$ cat src/rtl/lock_sequencer.sv
// lock_sequencer
//   Central sequencing FSM for the combination-lock datapath. Converts
//   synchronised button presses into single-cycle command pulses for the
//   code checker, programs and collects the code digit by digit, issues the
//   compare, evaluates the checker's answer, counts failed attempts and
//   enforces a timed lockout.
//
// Ports
//   clk                 system clock (CLOCK_50)
//   resetn              asynchronous active-low reset
//   store_btn           store request (active-high, synchronised)
//   input_btn           digit-entry request (active-high)
//   submit_btn          submit / relock request (active-high)
//   correct_password    checker result: match
//   incorrect_password  checker result: mismatch
//   store_value         pulse: latch digit into the system register
//   input_value         pulse: latch digit into the input register
//   compare             pulse: start compare
//   input_reset         pulse: clear the input register
//   system_reset        pulse: clear the system register
//   digit_sel[1:0]      digit index used by the current store/input pulse
//   unlocked            high in OPEN
//   locked_out          high in LOCKOUT
//   attempts_left[1:0]  remaining attempts
//   state_dbg[2:0]      current state encoding
//
// Optional feature
//   LOCK_SEQ_AUTO_RELOCK_EN: when defined, OPEN relocks itself after
//   RELOCK_CYCLES cycles with an input_reset pulse. When undefined, OPEN
//   persists until a submit or store event and no relock timer exists.

module lock_sequencer #(
  parameter int unsigned DIGITS         = 4,
  parameter int unsigned MAX_ATTEMPTS   = 3,
  parameter int unsigned LOCKOUT_CYCLES = 150000000,
  parameter int unsigned RESULT_TIMEOUT = 8,
  parameter int unsigned RELOCK_CYCLES  = 500000000
) (
  input  logic       clk,
  input  logic       resetn,
  input  logic       store_btn,
  input  logic       input_btn,
  input  logic       submit_btn,
  input  logic       correct_password,
  input  logic       incorrect_password,
  output logic       store_value,
  output logic       input_value,
  output logic       compare,
  output logic       input_reset,
  output logic       system_reset,
  output logic [1:0] digit_sel,
  output logic       unlocked,
  output logic       locked_out,
  output logic [1:0] attempts_left,
  output logic [2:0] state_dbg
);

  typedef enum logic [2:0] {
    ST_UNSET   = 3'd0,
    ST_LOCKED  = 3'd1,
    ST_CHECK   = 3'd2,
    ST_OPEN    = 3'd3,
    ST_LOCKOUT = 3'd4
  } state_t;

  localparam int unsigned LK_W = (LOCKOUT_CYCLES > 1) ? $clog2(LOCKOUT_CYCLES) : 1;
  localparam int unsigned RT_W = (RESULT_TIMEOUT > 1) ? $clog2(RESULT_TIMEOUT) : 1;

  localparam logic [LK_W-1:0] LK_LOAD   = LK_W'(LOCKOUT_CYCLES - 1);
  localparam logic [RT_W-1:0] RT_LOAD   = RT_W'(RESULT_TIMEOUT - 1);
  localparam logic [2:0]      IDX_FULL  = 3'(DIGITS);
  localparam logic [1:0]      ATT_MAX   = 2'(MAX_ATTEMPTS);

  if (DIGITS < 1 || DIGITS > 4 || MAX_ATTEMPTS < 1 || MAX_ATTEMPTS > 3 ||
      LOCKOUT_CYCLES < 1 || RESULT_TIMEOUT < 1 || RELOCK_CYCLES < 1) begin : g_param_check
    $error("lock_sequencer: parameter out of range");
  end

`ifdef LOCK_SEQ_AUTO_RELOCK_EN
  localparam int unsigned RL_W = (RELOCK_CYCLES > 1) ? $clog2(RELOCK_CYCLES) : 1;
  localparam logic [RL_W-1:0] RL_LOAD = RL_W'(RELOCK_CYCLES - 1);
  logic [RL_W-1:0] relock_q, relock_d;
`endif

  state_t          state_q, state_d;
  logic [2:0]      idx_q, idx_d;
  logic [1:0]      sel_q, sel_d;
  logic [1:0]      att_q, att_d;
  logic [RT_W-1:0] res_tmr_q, res_tmr_d;
  logic [LK_W-1:0] lk_tmr_q, lk_tmr_d;
  logic            store_prev_q, input_prev_q, submit_prev_q;
  logic            store_value_q, store_value_d;
  logic            input_value_q, input_value_d;
  logic            compare_q, compare_d;
  logic            input_reset_q, input_reset_d;
  logic            system_reset_q, system_reset_d;
  logic            unlocked_q, unlocked_d;
  logic            locked_out_q, locked_out_d;

  logic sub_ev, inp_ev, sto_ev;

  // Rising edges, arbitrated submit > input > store; losers are dropped.
  always_comb begin
    sub_ev = submit_btn & ~submit_prev_q;
    inp_ev = input_btn  & ~input_prev_q & ~sub_ev;
    sto_ev = store_btn  & ~store_prev_q & ~sub_ev & ~inp_ev;
  end

  always_comb begin
    state_d        = state_q;
    idx_d          = idx_q;
    sel_d          = sel_q;
    att_d          = att_q;
    res_tmr_d      = res_tmr_q;
    lk_tmr_d       = lk_tmr_q;
    store_value_d  = 1'b0;
    input_value_d  = 1'b0;
    compare_d      = 1'b0;
    input_reset_d  = 1'b0;
    system_reset_d = 1'b0;
`ifdef LOCK_SEQ_AUTO_RELOCK_EN
    relock_d       = relock_q;
`endif

    unique case (state_q)
      ST_UNSET: begin
        if (idx_q == IDX_FULL) begin
          idx_d   = '0;
          state_d = ST_LOCKED;
        end else if (sto_ev) begin
          store_value_d = 1'b1;
          sel_d         = idx_q[1:0];
          idx_d         = idx_q + 3'd1;
        end
      end

      ST_LOCKED: begin
        if (sub_ev) begin
          if (idx_q == IDX_FULL) begin
            compare_d = 1'b1;
            res_tmr_d = RT_LOAD;
            state_d   = ST_CHECK;
          end else begin
            input_reset_d = 1'b1;
            idx_d         = '0;
          end
        end else if (inp_ev && idx_q != IDX_FULL) begin
          input_value_d = 1'b1;
          sel_d         = idx_q[1:0];
          idx_d         = idx_q + 3'd1;
        end
      end

      ST_CHECK: begin
        if (correct_password) begin
          state_d = ST_OPEN;
          att_d   = ATT_MAX;
          idx_d   = '0;
`ifdef LOCK_SEQ_AUTO_RELOCK_EN
          relock_d = RL_LOAD;
`endif
        end else if (incorrect_password || res_tmr_q == '0) begin
          input_reset_d = 1'b1;
          att_d         = att_q - 2'd1;
          idx_d         = '0;
          if (att_q == 2'd1) begin
            state_d  = ST_LOCKOUT;
            lk_tmr_d = LK_LOAD;
          end else begin
            state_d = ST_LOCKED;
          end
        end else begin
          res_tmr_d = res_tmr_q - 1'b1;
        end
      end

      ST_OPEN: begin
        if (sub_ev) begin
          input_reset_d = 1'b1;
          idx_d         = '0;
          state_d       = ST_LOCKED;
        end else if (sto_ev) begin
          system_reset_d = 1'b1;
          input_reset_d  = 1'b1;
          idx_d          = '0;
          state_d        = ST_UNSET;
        end
`ifdef LOCK_SEQ_AUTO_RELOCK_EN
        else if (relock_q == '0) begin
          input_reset_d = 1'b1;
          idx_d         = '0;
          state_d       = ST_LOCKED;
        end else begin
          relock_d = relock_q - 1'b1;
        end
`endif
      end

      ST_LOCKOUT: begin
        if (lk_tmr_q == '0) begin
          att_d   = ATT_MAX;
          state_d = ST_LOCKED;
        end else begin
          lk_tmr_d = lk_tmr_q - 1'b1;
        end
      end

      default: begin
        state_d = ST_UNSET;
        idx_d   = '0;
      end
    endcase

    // Flags follow the next state so they are registered alongside it.
    unlocked_d   = (state_d == ST_OPEN);
    locked_out_d = (state_d == ST_LOCKOUT);
  end

  always_ff @(posedge clk or negedge resetn) begin
    if (!resetn) begin
      state_q        <= ST_UNSET;
      idx_q          <= '0;
      sel_q          <= '0;
      att_q          <= ATT_MAX;
      res_tmr_q      <= '0;
      lk_tmr_q       <= '0;
      // History starts high so a button held through reset does not fire.
      store_prev_q   <= 1'b1;
      input_prev_q   <= 1'b1;
      submit_prev_q  <= 1'b1;
      store_value_q  <= 1'b0;
      input_value_q  <= 1'b0;
      compare_q      <= 1'b0;
      input_reset_q  <= 1'b0;
      system_reset_q <= 1'b0;
      unlocked_q     <= 1'b0;
      locked_out_q   <= 1'b0;
`ifdef LOCK_SEQ_AUTO_RELOCK_EN
      relock_q       <= '0;
`endif
    end else begin
      state_q        <= state_d;
      idx_q          <= idx_d;
      sel_q          <= sel_d;
      att_q          <= att_d;
      res_tmr_q      <= res_tmr_d;
      lk_tmr_q       <= lk_tmr_d;
      store_prev_q   <= store_btn;
      input_prev_q   <= input_btn;
      submit_prev_q  <= submit_btn;
      store_value_q  <= store_value_d;
      input_value_q  <= input_value_d;
      compare_q      <= compare_d;
      input_reset_q  <= input_reset_d;
      system_reset_q <= system_reset_d;
      unlocked_q     <= unlocked_d;
      locked_out_q   <= locked_out_d;
`ifdef LOCK_SEQ_AUTO_RELOCK_EN
      relock_q       <= relock_d;
`endif
    end
  end

  assign store_value   = store_value_q;
  assign input_value   = input_value_q;
  assign compare       = compare_q;
  assign input_reset   = input_reset_q;
  assign system_reset  = system_reset_q;
  assign digit_sel     = sel_q;
  assign unlocked      = unlocked_q;
  assign locked_out    = locked_out_q;
  assign attempts_left = att_q;
  assign state_dbg     = state_q;

endmodule

$ cat config.mk
export PLATFORM = sky130hd
export DESIGN_NAME = lock_sequencer
export DESIGN_NICKNAME = d
export VERILOG_FILES = /design/src/rtl/lock_sequencer.sv
export SDC_FILE = /design/constraint.sdc
export NUM_CORES = 1
export LEC_CHECK = 0
export CORE_ASPECT_RATIO = 1.1
export CORE_MARGIN = 1.5
export CORE_UTILIZATION = 35
export DETAILED_ROUTE_END_ITERATION = 8
export PLACE_DENSITY = 0.51
export SYNTH_ARGS = -nofsm -noshare
export SYNTH_HDL_FRONTEND = slang
export SYNTH_SLANG_ARGS = --single-unit
$ cat constraint.sdc
create_clock -name clk -period 3.49 [get_ports clk]
set_input_delay 0.698 -clock clk [delete_from_list [all_inputs] [get_ports clk]]
set_output_delay 0.698 -clock clk [all_outputs]
set_load 0.02 [all_outputs]
==> metrics list <==
* Remaining global-route overflow: 0
- Count of max-cap constraint violations: 0
* RSZ-0062 raised after global routing: no
* Number of antenna cells inserted: 0
* Element type at the critical path end: flop
- In the final timing run, aggregate negative setup slack is 0 ns.
- The initial utilization of the core area, before any placement, comes to 0.363.
- Final Cell Area: 0.00316 mm²
* Count of cell types in the netlist: 54
- EDFF count, synth: 0
- The initial antenna violation count was 0.
* Die Height: 95.5 µm
- In this run, synthesis produced a sequential element count of 51.
- Clock tree synthesis inserted a total of 5 buffers.
* Worst path setup slack after routing: 0.727 ns
- Setup Viol. Count Final: 0
- Routed WL per cell: 15.8 µm
* Via count: 2218
- Outcome: finished, final reports clean
- Largest vdd supply drop: 0.170 mV
* Depth of the worst register-to-register path: 7
- Setup slack on the worst reg-to-reg path comes out at 0.73 ns.
- Across every metal layer, demand over resource in global routing totals 0.169.
- In this run the cell area measured after placement is 0.00305 mm².
* Share of post-route cells with drive strength above 1: 0.107
- In this run the standard cell core region covers 0.00751 mm².
* Crit Reg-Reg Startpoint: lk_tmr_q[0]
- In this run the power density over the cells is 515 mW/mm².
- Hold WC Path Type: input port to asynchronous set/reset pin
- In this run the horizontal extent of the chip is 87.1 µm.
* Largest area contributor in the synthesized netlist: sky130_fd_sc_hd__dfrtp_1
- Walking the worst path, the cells encountered are inv_1, ha_1, or4b_1, or4_1, nor3_1, o31ai_1, a21oi_1.
- Number of design rule violations left after detail routing: 0
- The first detailed-routing pass ran for 4 iterations.
- CTS Sinks: 51
- Data on the critical path arrives at its endpoint at 3.01 ns.
* Number of placement rows: 33
- Clock latency at the later pin of the worst-skew pair: 0.31 ns
- Detailed-route vias per instance: 5.48
* Worst slew margin relative to its limit: 0.405
* Biggest area contributors in the synthesized netlist: sky130_fd_sc_hd__dfrtp_1 (42%), sky130_fd_sc_hd__dfstp_2 (4.8%), sky130_fd_sc_hd__a21oi_1 (3.5%)
- CTS tree: built
- The share of synthesized area in the top cell type comes to 0.422.
* Startpoint class of the critical path: flop
- For this block, the routed nets add up to 6.39 mm of wire.
- Final slew viol count: 0
* Final critical-path required period: 2.76 ns
- The area growth from synthesis to layout is 16.0%.
- The detailed router finished its first iteration with 127 violations.
* Utilization after layout: 0.421
- Data on the critical path is required at its endpoint by 3.74 ns.
* Total number of H-tree levels: 2
- In this run the critical register-to-register path is captured at attempts_left[0].
* Syn Nets: 290
- At the pin with the least slew margin, the transition time is 0.893 ns.
- Fill cells in the final layout number 746.
* First-pass GRT wire length: 10.9 mm
- The cell area that synthesis handed to floorplanning was 0.00273 mm².
- In this run the post-CTS setup repair buffer count came out at 0.
- The most used flip-flop cell after synthesis is sky130_fd_sc_hd__dfrtp_1.
- Entering global routing, the biggest net connects 31 pins.
- Post-cts repair resize count: 0
* Worst stage delay on the critical path: 0.67 ns
- The final count of hold timing violations came to 0.
* Clock edge transition at the registers on the reported setup and hold paths: 0.10 ns
* Share of flip-flops with an asynchronous set or reset after synthesis: 1.00
- The via count of the first global-routing pass is 2179.
- Before CTS, the worst setup slack after placement is 0.606 ns.
- The die covers 0.00832 mm².
- Syn avg cell area: 9.84 µm²
- The clock arrives with 0.0151 ns of skew.
- Buffers added on ports: 20
- Share of the yosys chip area belonging to registers: 0.471
- Timing would allow up to 362 MHz.
* Number of synthesis warnings: 0
- The cell sitting at the root of the clock tree is a sky130_fd_sc_hd__clkbuf_8.
* Static leakage power: 1.25 nW
- Hold repair after CTS inserted 0 buffers.
- Tracing the worst setup path back leads to its startpoint at lk_tmr_q[0].
* Final weighted congestion of routability-driven global placement: 0.766
- Kind of critical path: flop to flop
- Counting every instance in the synthesized netlist gives 277.
- I/O pin count: 21
- Buffer levels on the longest clock path: 2
- CP Max Fanout: 5
* Detail Route Antenna Nets: 0
- In this run the worst setup path terminates at attempts_left[0].
- Number of nets in the final layout: 312
- Dividing the final minimum period by the clock period gives 0.792.
- Critical-path cell with the highest stage delay: sky130_fd_sc_hd__or4_1
* Final HPWL from detailed placement: 4.58 mm
worst max-delay path: cells and delay by family, from the launching register on:
kind	cells	cell delay, ns
AND/OR/NAND/NOR	3	1.67
AO/OA/AOI/OAI	2	0.30
flip-flops	1	0.42
buffers and inverters	1	0.08
adder cells (fa/ha/maj)	1	0.24
synthesized netlist by cell type (3+ instances only):
cell	instances
sky130_fd_sc_hd__dfrtp_1	46
sky130_fd_sc_hd__nor2_1	20
sky130_fd_sc_hd__a21oi_1	19
sky130_fd_sc_hd__nor3_1	17
sky130_fd_sc_hd__o21ai_0	11
sky130_fd_sc_hd__inv_1	10
sky130_fd_sc_hd__clkbuf_1	9
sky130_fd_sc_hd__nand2_1	8
sky130_fd_sc_hd__nand3_1	8
sky130_fd_sc_hd__or3_1	8
sky130_fd_sc_hd__or4_1	8
sky130_fd_sc_hd__nand2b_1	7
sky130_fd_sc_hd__o31ai_1	7
sky130_fd_sc_hd__ha_1	6
sky130_fd_sc_hd__nor4_1	6
sky130_fd_sc_hd__xnor2_1	6
sky130_fd_sc_hd__and3_1	5
sky130_fd_sc_hd__dfstp_2	5
sky130_fd_sc_hd__nor2b_1	5
sky130_fd_sc_hd__or2_2	5
sky130_fd_sc_hd__a211oi_1	4
sky130_fd_sc_hd__mux2i_1	4
sky130_fd_sc_hd__a22oi_1	3
sky130_fd_sc_hd__mux2_2	3
sky130_fd_sc_hd__nand4_1	3
sky130_fd_sc_hd__o2111ai_1	3
sky130_fd_sc_hd__o211ai_1	3
sky130_fd_sc_hd__xor2_1	3
final cells by class:
cell class,count,area [µm²],share of cell area
clock buffers,6,72.6,0.0230
flip-flops and latches,51,1280,0.406
well taps,105,131,0.0416
multi-input cells,206,1370,0.432
clock inverters,2,37.5,0.0119
repair buffers,25,233,0.0736
inverters,10,37.5,0.0119
how the worst min path moves through the flow:
| stage | slack, ns | start | to | depth (start not counted) |
|---|---|---|---|---|
| 4_1_cts | 0.34 | resetn | system_reset | 1 |
| 2_1_floorplan | 0.40 | resetn | compare | 0 |
| 3_3_place_gp | 0.47 | res_tmr_q[1] | res_tmr_q[1] | 1 |
| 3_5_place_dp | 0.48 | res_tmr_q[1] | res_tmr_q[1] | 1 |
| 6_report | 0.33 | resetn | system_reset | 1 |
| 5_1_grt | 0.37 | resetn | system_reset | 1 |
where the power goes:
| group | internal (mW) | switching [mW] |
|---|---|---|
| Combinational | 0.216 | 0.233 |
| Sequential | 0.677 | 0.0798 |
| Clock | 0.214 | 0.206 |
| Total | 1.11 | 0.519 |
metrics by stage:
step / power, mW / std cells / hold WS (ns)
after floorplan: 1.07 / 277 / 0.402
after global placement: 1.22 / 397 / 0.475
after detailed placement: 1.22 / 397 / 0.477
final: 1.63 / 405 / 0.333
after global routing: 1.75 / 405 / 0.370
after CTS: 1.66 / 405 / 0.340
cell usage in the layout, fill, tap and decap left out, types with 4 or more instances in the layout:
cell / instances
sky130_fd_sc_hd__buf_4: 5
sky130_fd_sc_hd__nor2_1: 20
sky130_fd_sc_hd__nor4_1: 6
sky130_fd_sc_hd__o21ai_0: 11
sky130_fd_sc_hd__o31ai_1: 7
sky130_fd_sc_hd__xnor2_1: 6
sky130_fd_sc_hd__nor2b_1: 5
sky130_fd_sc_hd__inv_1: 10
sky130_fd_sc_hd__ha_1: 6
sky130_fd_sc_hd__nand3_1: 8
sky130_fd_sc_hd__or2_2: 5
sky130_fd_sc_hd__dfrtp_1: 46
sky130_fd_sc_hd__nand2b_1: 7
sky130_fd_sc_hd__a211oi_1: 4
sky130_fd_sc_hd__nor3_1: 17
sky130_fd_sc_hd__mux2i_1: 4
sky130_fd_sc_hd__clkbuf_8: 5
sky130_fd_sc_hd__nand2_1: 8
sky130_fd_sc_hd__and3_1: 5
sky130_fd_sc_hd__or3_1: 8
sky130_fd_sc_hd__clkdlybuf4s50_1: 19
sky130_fd_sc_hd__a21oi_1: 19
sky130_fd_sc_hd__or4_1: 8
sky130_fd_sc_hd__dfstp_2: 5
flip-flops by register name, indices dropped and copies added, names as in the netlist:
| name | cells |
|---|---|
| state_dbg | 3 |
| input_value | 1 |
| compare | 1 |
| lk_tmr_q | 28 |
| input_reset | 1 |
| res_tmr_q | 3 |
| input_prev_q | 1 |
| idx_q | 3 |
| digit_sel | 2 |
| unlocked | 1 |
| attempts_left | 2 |
| submit_prev_q | 1 |
| store_value | 1 |
| system_reset | 1 |
| locked_out | 1 |
| store_prev_q | 1 |
cells by family (layout without fill, tap and decap cells):
| group | count (synthesis) | after routing | share of synthesized area |
|---|---|---|---|
| flip-flops | 51 | 51 | 0.471 |
| buffers and inverters | 20 | 43 | 0.0280 |
| AND/OR/NAND/NOR | 116 | 116 | 0.248 |
| AO/OA/AOI/OAI | 68 | 68 | 0.169 |
| adder cells (fa/ha/maj) | 6 | 6 | 0.0275 |
| multiplexers | 7 | 7 | 0.0271 |
| XOR/XNOR | 9 | 9 | 0.0289 |
layer usage:
metal | track usage | wire, µm
met2 | 0.288 | 3130
met1 | 0.216 | 2940
met4 | 0.0503 | 115
met3 | 0.0338 | 206
met5 | 0 | 0
Note: power is estimated with default switching activity, not from simulation.
